--- config.mk ---
export PLATFORM = sky130hd
export DESIGN_NAME = slow_to_fast_xfer
export DESIGN_NICKNAME = d
export VERILOG_FILES = /design/src/rtl/slow_to_fast_xfer_pkg.sv /design/src/rtl/slow_to_fast_xfer_fifo.sv /design/src/rtl/slow_to_fast_xfer.sv
export SDC_FILE = /design/constraint.sdc
export NUM_CORES = 1
export LEC_CHECK = 0
export BUFFER_PORTS_ARGS = -buffer_cell sky130_fd_sc_hd__buf_4
export CORE_UTILIZATION = 49
export DETAILED_ROUTE_END_ITERATION = 6
export GPL_TIMING_DRIVEN = 0
export PLACE_DENSITY = 0.74
export SLEW_MARGIN = 5
export SYNTH_ARGS = -nofsm -noshare
export SYNTH_HDL_FRONTEND = slang
export SYNTH_SLANG_ARGS = --single-unit
--- constraint.sdc ---
create_clock -name fast_clk -period 2.21 [get_ports fast_clk]
set_input_delay 0.1105 -clock fast_clk [delete_from_list [all_inputs] [get_ports fast_clk]]
set_output_delay 0.1105 -clock fast_clk [all_outputs]
set_load 0.005 [all_outputs]
--- src/rtl/slow_to_fast_xfer_pkg.sv ---
// Shared widths and types for the slow-to-fast result return path.
// Latency: none (types and constants only).
// Backpressure: not applicable.
package xfer_pkg;
    localparam int WORD_W     = 4;
    localparam int SLOW_DIV   = 4;
    localparam int FIFO_DEPTH = 2;

    typedef logic [WORD_W-1:0]           word_t;
    typedef logic [$clog2(SLOW_DIV)-1:0] phase_t;
endpackage

--- src/rtl/slow_to_fast_xfer_fifo.sv ---
// Generic synchronous FIFO; head entry drives out_dat directly.
// Latency: 1 cycle from push edge to visible head (no bypass).
// Backpressure: caller must gate push_vld with full; pop_vld with !empty.
module xfer_fifo #(
    parameter int WIDTH = 4,
    parameter int DEPTH = 2
) (
    input  logic             fast_clk,
    input  logic             rst_n,
    input  logic             push_vld,
    input  logic [WIDTH-1:0] push_dat,
    input  logic             pop_vld,
    output logic [WIDTH-1:0] out_dat,
    output logic             full,
    output logic             empty
);
    localparam int PTR_W = $clog2(DEPTH);
    localparam int CNT_W = $clog2(DEPTH) + 1;

    logic [WIDTH-1:0] mem_q [DEPTH];
    logic [WIDTH-1:0] mem_d [DEPTH];
    logic [PTR_W-1:0] wr_ptr_q, wr_ptr_d;
    logic [PTR_W-1:0] rd_ptr_q, rd_ptr_d;
    logic [CNT_W-1:0] count_q, count_d;

    assign out_dat = mem_q[rd_ptr_q];
    assign full    = (count_q == CNT_W'(DEPTH));
    assign empty   = (count_q == '0);

    always_comb begin
        mem_d    = mem_q;
        wr_ptr_d = wr_ptr_q;
        rd_ptr_d = rd_ptr_q;
        count_d  = count_q;
        if (push_vld) begin
            mem_d[wr_ptr_q] = push_dat;
            wr_ptr_d        = wr_ptr_q + PTR_W'(1);
        end
        if (pop_vld) begin
            rd_ptr_d = rd_ptr_q + PTR_W'(1);
        end
        case ({push_vld, pop_vld})
            2'b10:   count_d = count_q + CNT_W'(1);
            2'b01:   count_d = count_q - CNT_W'(1);
            default: count_d = count_q;
        endcase
    end

    // Storage is cleared on reset so the head word reads as zero out of reset.
    always_ff @(posedge fast_clk or negedge rst_n) begin
        if (!rst_n) begin
            for (int i = 0; i < DEPTH; i++) begin
                mem_q[i] <= '0;
            end
            wr_ptr_q <= '0;
            rd_ptr_q <= '0;
            count_q  <= '0;
        end else begin
            mem_q    <= mem_d;
            wr_ptr_q <= wr_ptr_d;
            rd_ptr_q <= rd_ptr_d;
            count_q  <= count_d;
        end
    end
endmodule

--- src/rtl/slow_to_fast_xfer.sv ---
// Captures slow-domain results on a regenerated phase strobe into a FIFO; optional pop counter via SLOW_TO_FAST_XFER_CNT_EN.
// Latency: 1 fast cycle from capture edge to out_valid on an empty FIFO.
// Backpressure: out_valid/out_ready; a capture into a full FIFO without a same-edge pop is dropped and flags sticky overflow.
module slow_to_fast_xfer
    import xfer_pkg::*;
#(
    parameter int WIDTH = WORD_W,
    parameter int DIV   = SLOW_DIV,
    parameter int DEPTH = FIFO_DEPTH
) (
    input  logic                    fast_clk,
    input  logic                    rst_n,
    input  logic [WIDTH-1:0]        slow_data,
    input  logic                    slow_vld,
    output logic [WIDTH-1:0]        out_data,
    output logic                    out_valid,
    input  logic                    out_ready,
    output logic                    overflow,
`ifdef SLOW_TO_FAST_XFER_CNT_EN
    output logic [15:0]             xfer_count,
`endif
    output logic [$clog2(DIV)-1:0]  phase
);
    localparam int PH_W = $clog2(DIV);

    logic [PH_W-1:0] phase_q, phase_d;
    logic            overflow_q, overflow_d;
    logic            cap;
    logic            push_req;
    logic            push_ok;
    logic            pop;
    logic            fifo_full;
    logic            fifo_empty;

    // cap lines up with the edge on which the slow register updates.
    assign cap       = (phase_q == PH_W'(DIV - 1));
    assign push_req  = cap && slow_vld;
    assign out_valid = !fifo_empty;
    assign pop       = out_valid && out_ready;
    assign push_ok   = push_req && (!fifo_full || pop);

    always_comb begin
        phase_d    = phase_q + PH_W'(1);
        overflow_d = overflow_q || (push_req && fifo_full && !pop);
    end

    always_ff @(posedge fast_clk or negedge rst_n) begin
        if (!rst_n) begin
            phase_q    <= '0;
            overflow_q <= 1'b0;
        end else begin
            phase_q    <= phase_d;
            overflow_q <= overflow_d;
        end
    end

    assign phase    = phase_q;
    assign overflow = overflow_q;

    xfer_fifo #(
        .WIDTH (WIDTH),
        .DEPTH (DEPTH)
    ) u_fifo (
        .fast_clk (fast_clk),
        .rst_n    (rst_n),
        .push_vld (push_ok),
        .push_dat (slow_data),
        .pop_vld  (pop),
        .out_dat  (out_data),
        .full     (fifo_full),
        .empty    (fifo_empty)
    );

`ifdef SLOW_TO_FAST_XFER_CNT_EN
    logic [15:0] xfer_count_q, xfer_count_d;

    always_comb begin
        xfer_count_d = xfer_count_q;
        if (pop) begin
            xfer_count_d = xfer_count_q + 16'd1;
        end
    end

    always_ff @(posedge fast_clk or negedge rst_n) begin
        if (!rst_n) begin
            xfer_count_q <= '0;
        end else begin
            xfer_count_q <= xfer_count_d;
        end
    end

    assign xfer_count = xfer_count_q;
`endif
endmodule

; Word-level counts from Yosys, hierarchy flattened
; Index checks and enable logic that the tools add are counted.
[totals]
reg_bits = 15
inputBits = 8
output_inout_bits = 8
word_cells = 41
[classes]
n_addsub = 5
n_lt_le_gt_ge = 3
eq_ne = 4
n_mux = 7
bitwise = 2
reduce_logical = 13
[ops]
columns = cell, n
row1 = $mux 4, 4
row2 = $bwmux 8, 1
row3 = $eq 2x2->1 const B, 3
row4 = $logic_and 1x1->1, 6
row5 = $add 2x1->2 const B, 2
row6 = $demux 4 s1, 1
row7 = $ge 2x2->1 const B, 2
row8 = $not 1->2, 2
row9 = $pmux 2 s2, 1
row10 = $logic_not 1->1, 3
row11 = $add 1x1->1 const B, 2
row12 = $eq 2x1->1 const B, 1
row13 = $logic_not 2->1, 1
row14 = $logic_or 1x1->1, 2
row15 = $lt 2x1->1 const B, 1
row16 = $reduce_bool 2->1, 1
row17 = $sub 2x1->2 const B, 1

; Depth between registers and ports, before layout
[depth]
ltp_word = 7
ltp_mapped = 7
mapped_depth_nobuf = 7

; Hierarchy
; A second synthesis with hierarchy kept.
[unflattened]
cells_unflattened = 47
hier_area_um2 = 658.1
[modules_own_cells]
columns = module, n_inst, cells_per_inst, area_each_um2, seq_area_each_um2
row1 = xfer_fifo, 1, 36, 526.8, 300.3
row2 = slow_to_fast_xfer, 1, 11, 131.4, 75.1

; Worst setup path before layout
; No wires, ideal clock.
[synth_timing]
path_type = register to register
start = register phase_q[0], in the netlist phase[0]
end = register u_fifo.count_q[1]
setup_time_ns = 0.079
arrival_time_ns = 1.517
slack_ns = 0.613
stages_incl_launch_ff = 7
synth_period_minus_slack_ns = 1.597
cell_sequence = dfrtp_1 > ha_1 > nand2_1 > or2_2 > ha_1 > nor2_1 > xor2_1
[synth_between]
elab_chain_cells = 5
[synth_rtl]
columns = element, line
row1 = "start, declared", slow_to_fast_xfer.sv:26  ; logic [PH_W-1:0] phase_q, phase_d;
row2 = "start signal, assigned", slow_to_fast_xfer.sv:52  ; phase_q <= phase_d;
row3 = $eq 2x2->1 *, slow_to_fast_xfer.sv:36  ; assign cap = (phase_q == PH_W'(DIV - 1));
row4 = $logic_and 1x1->1 *, slow_to_fast_xfer.sv:37  ; assign push_req = cap && slow_vld;
row5 = $logic_and 1x1->1 *, slow_to_fast_xfer.sv:40  ; assign push_ok = push_req && (!fifo_full || pop);
row6 = $eq 2x1->1 or $eq 2x2->1 (tied branches), slow_to_fast_xfer_fifo.sv:42  ; case ({push_vld, pop_vld})
row7 = $pmux 2 s2 or $reduce_bool 2->1 (tied branches), n/a
row8 = "end signal, assigned", slow_to_fast_xfer_fifo.sv:62  ; count_q <= count_d;
row9 = "end, declared", slow_to_fast_xfer_fifo.sv:24  ; logic [CNT_W-1:0] count_q, count_d;
; Every way passes the cells marked *; elsewhere a longest branch is shown, timed or not.
; A chain may end at the register's enable or synchronous reset.

; Worst setup path after layout
; Ends and elaborated chain as after synthesis.

==> flow_summary.toml <==
[synth]
ys_warn_count = 0
synthTopCellsByArea = "dfrtp_1 (56%), mux2_2 (17%), nor3b_4 (5.6%)"
synthTopCellsByCount = "dfrtp_1 (15), mux2_2 (10), xnor2_1 (3)"
synthCells = 44
ys.flop_type = "dfrtp_1"
synth.avg_cell_area_sq_um = 15.1
ys_types = 14
seq_area_frac_synth_pct = 56.4
synth_nets = 54
synth_seq_cells = 15
async_reset_ff_share_pct = 100
synth_edf_count = 0
synth_area_leader_cell = "dfrtp_1"
netlist_area_sq_um = 666
synth_top_area_share_pct = 56.4
synth_most_common_cell = "dfrtp_1"

[timing]
setup_viol = 0
tns_ns = 0
worst_pin_slew_ns = 0.358
period_needed_ns = 1.72
relSlewSlack_pct = 76.0
slew_violations = 0
hold_viol_final = 0
fin_ws_ns = 0.489
rsz0062_at_grt = "false"
final.setup_skew_ns = 0.00525
fmax_mhz = 581
finalCritPeriodShare_pct = 77.9
whs_ns = 0.0764

[cts]
cts_setup_buffers = 0
cts_root_buf = "clkbuf_4"
worstSkewPairLatency_ns = 0.27
clk_pin_slew_worst_paths_ns = 0.08
clock-sinks = 15
cts_resized = 0
cts_buffers = 3
cts_tree = "yes"
ctsLongestPathBuffers = 2
h-tree-depth = 1

[placement]
dp_hpwl_um = 916
place_ws_ns = 0.503
port-buffer-count = 15
dpl_cell_area_sq_um = 796
place_congestion = 0.688

[worst_setup_path]
worstPathArrival_ns = 1.93
critPathKind = "register to register"
crit_required_ns = 2.42
cp_max_fo = 3
cp-start-kind = "register"
r2r_slack_ns = 0.49
crit_path_end_kind = "register"

[cells_and_area]
num_antenna_cells = 0
fillers = 85
finalNetCount = 75
regArea_sq_um = 375
area_growth_pct = 25.0
final_area_sq_um = 832
drive_gt1_share_pct = 53.1
multi_input_comb_area_sq_um = 287
utilization_pct = 70.1

[global_route]
grt_pass1_vias = 457
grt_max_degree = 16
antenna_found_initial = 0
gr-total-overflow = 0
grt_pass1_wl_um = 1950
grt_usage_pct = 20.1

[pwr]
p_leak_nw = 0.379
p_per_area_nw_per_um2 = 1250
peakVddDrop_uv = 623

[die]
num_io_pins = 16
row_count = 12
fp.dieW_um = 38.9
die_area_sq_um = 1510
start_util_pct = 56.1
core-area_sq_um = 1190
die_h_um = 38.9

[job]
maxCapViolCount = 0

[drt]
drt_wl_total_um = 1130
ant_nets = 0
remaining_drc_errors = 0
wl_per_cell_um = 14.5
drtPass1Iterations = 2
vias = 401
viasPerCell = 5.14
drt_iter0_markers = 2

[status]
status = "finished, final reports clean"

[hold_path]
min_path_type = "primary input to register"
[metal layers]
metal  track usage (%)  share of wire, %
met1              23.7                42
met3              1.73               3.4
met4              12.9                 0
met2              34.6                54
met5                 0                 0
[report_power, final]
part / leakage (nW) / switching [mW] / total, mW / internal [mW]
logic: 0.187 / 0.127 / 0.401 / 0.274
registers: 0.177 / 0.0955 / 0.493 / 0.397
clock network: 0.0150 / 0.0787 / 0.149 / 0.0699
[state kept, by name, indices dropped and copies added (netlist names)]
register         cells
u_fifo.count_q       2
u_fifo.rd_ptr_q      1
u_fifo.wr_ptr_q      1
overflow             1
u_fifo.mem_q         8
phase                2
[worst max-delay path, cell delays in order, from the launching register on]
cell,delay (ns)
dfrtp_1,0.39
ha_1,0.18
nand2_1,0.13
or2_2,0.33
ha_1,0.33
nor2_1,0.14
xor2_1,0.15
[final cells by class]
type | instances | share of cell area, %
repair buffers | 16 | 14.7
inverters | 1 | 0.451
clock buffers | 4 | 3.16
multi-input cells | 28 | 34.4
well taps | 14 | 2.11
flip-flops and latches | 15 | 45.1
[repair_timing]
item                       CTS  global route
hold buffers                 1             0
setup endpoints to repair    0             0
hold endpoints to repair    15             0
[path summary, 6_finish.rpt]
path                                    start                            end  depth (start not counted)
hold / removal                   slow_data[3]    u_fifo.mem_q[3]$_DFFE_PN0P_                          2
hold reg to reg            phase[0]$_DFF_PN0_             phase[0]$_DFF_PN0_                          1
setup / recovery           phase[0]$_DFF_PN0_  u_fifo.count_q[1]$_DFFE_PN0P_                          6
max in group asynchronous               rst_n             phase[1]$_DFF_PN0_                          2
min in group asynchronous               rst_n    u_fifo.wr_ptr_q$_DFFE_PN0P_                          2
setup reg to reg           phase[0]$_DFF_PN0_  u_fifo.count_q[1]$_DFFE_PN0P_                          6
[cells by family after synthesis]
| family | share of synthesized area, % |
|---|---|
| adders and majority gates | 3.76 |
| DFF | 56.4 |
| xor gates and xnor gates | 6.58 |
| and+or+nand+nor | 11.1 |
| muxes | 20.3 |
| AOI/OAI and AO/OA | 1.32 |
| buffers and inverters | 0.563 |
[cell usage in the layout, fill, tap and decap left out]
cell	count
a31o_2	1
and2_1	1
buf_4	15
clkbuf_1	1
clkbuf_4	3
dfrtp_1	15
dlygate4sd3_1	1
ha_1	2
inv_1	1
mux2_1	2
mux2_2	10
nand2_1	1
nor2_1	1
nor3_2	1
nor3b_4	2
or2_2	2
xnor2_1	3
xor2_1	2
[stage by stage]
stage	instances	power (mW)
5_1_grt	78	1.11
3_5_place_dp	73	0.905
4_1_cts	78	1.06
3_3_place_gp	73	0.869
6_report	78	1.04
2_1_floorplan	44	0.721
(Power assumes the default switching activity.)
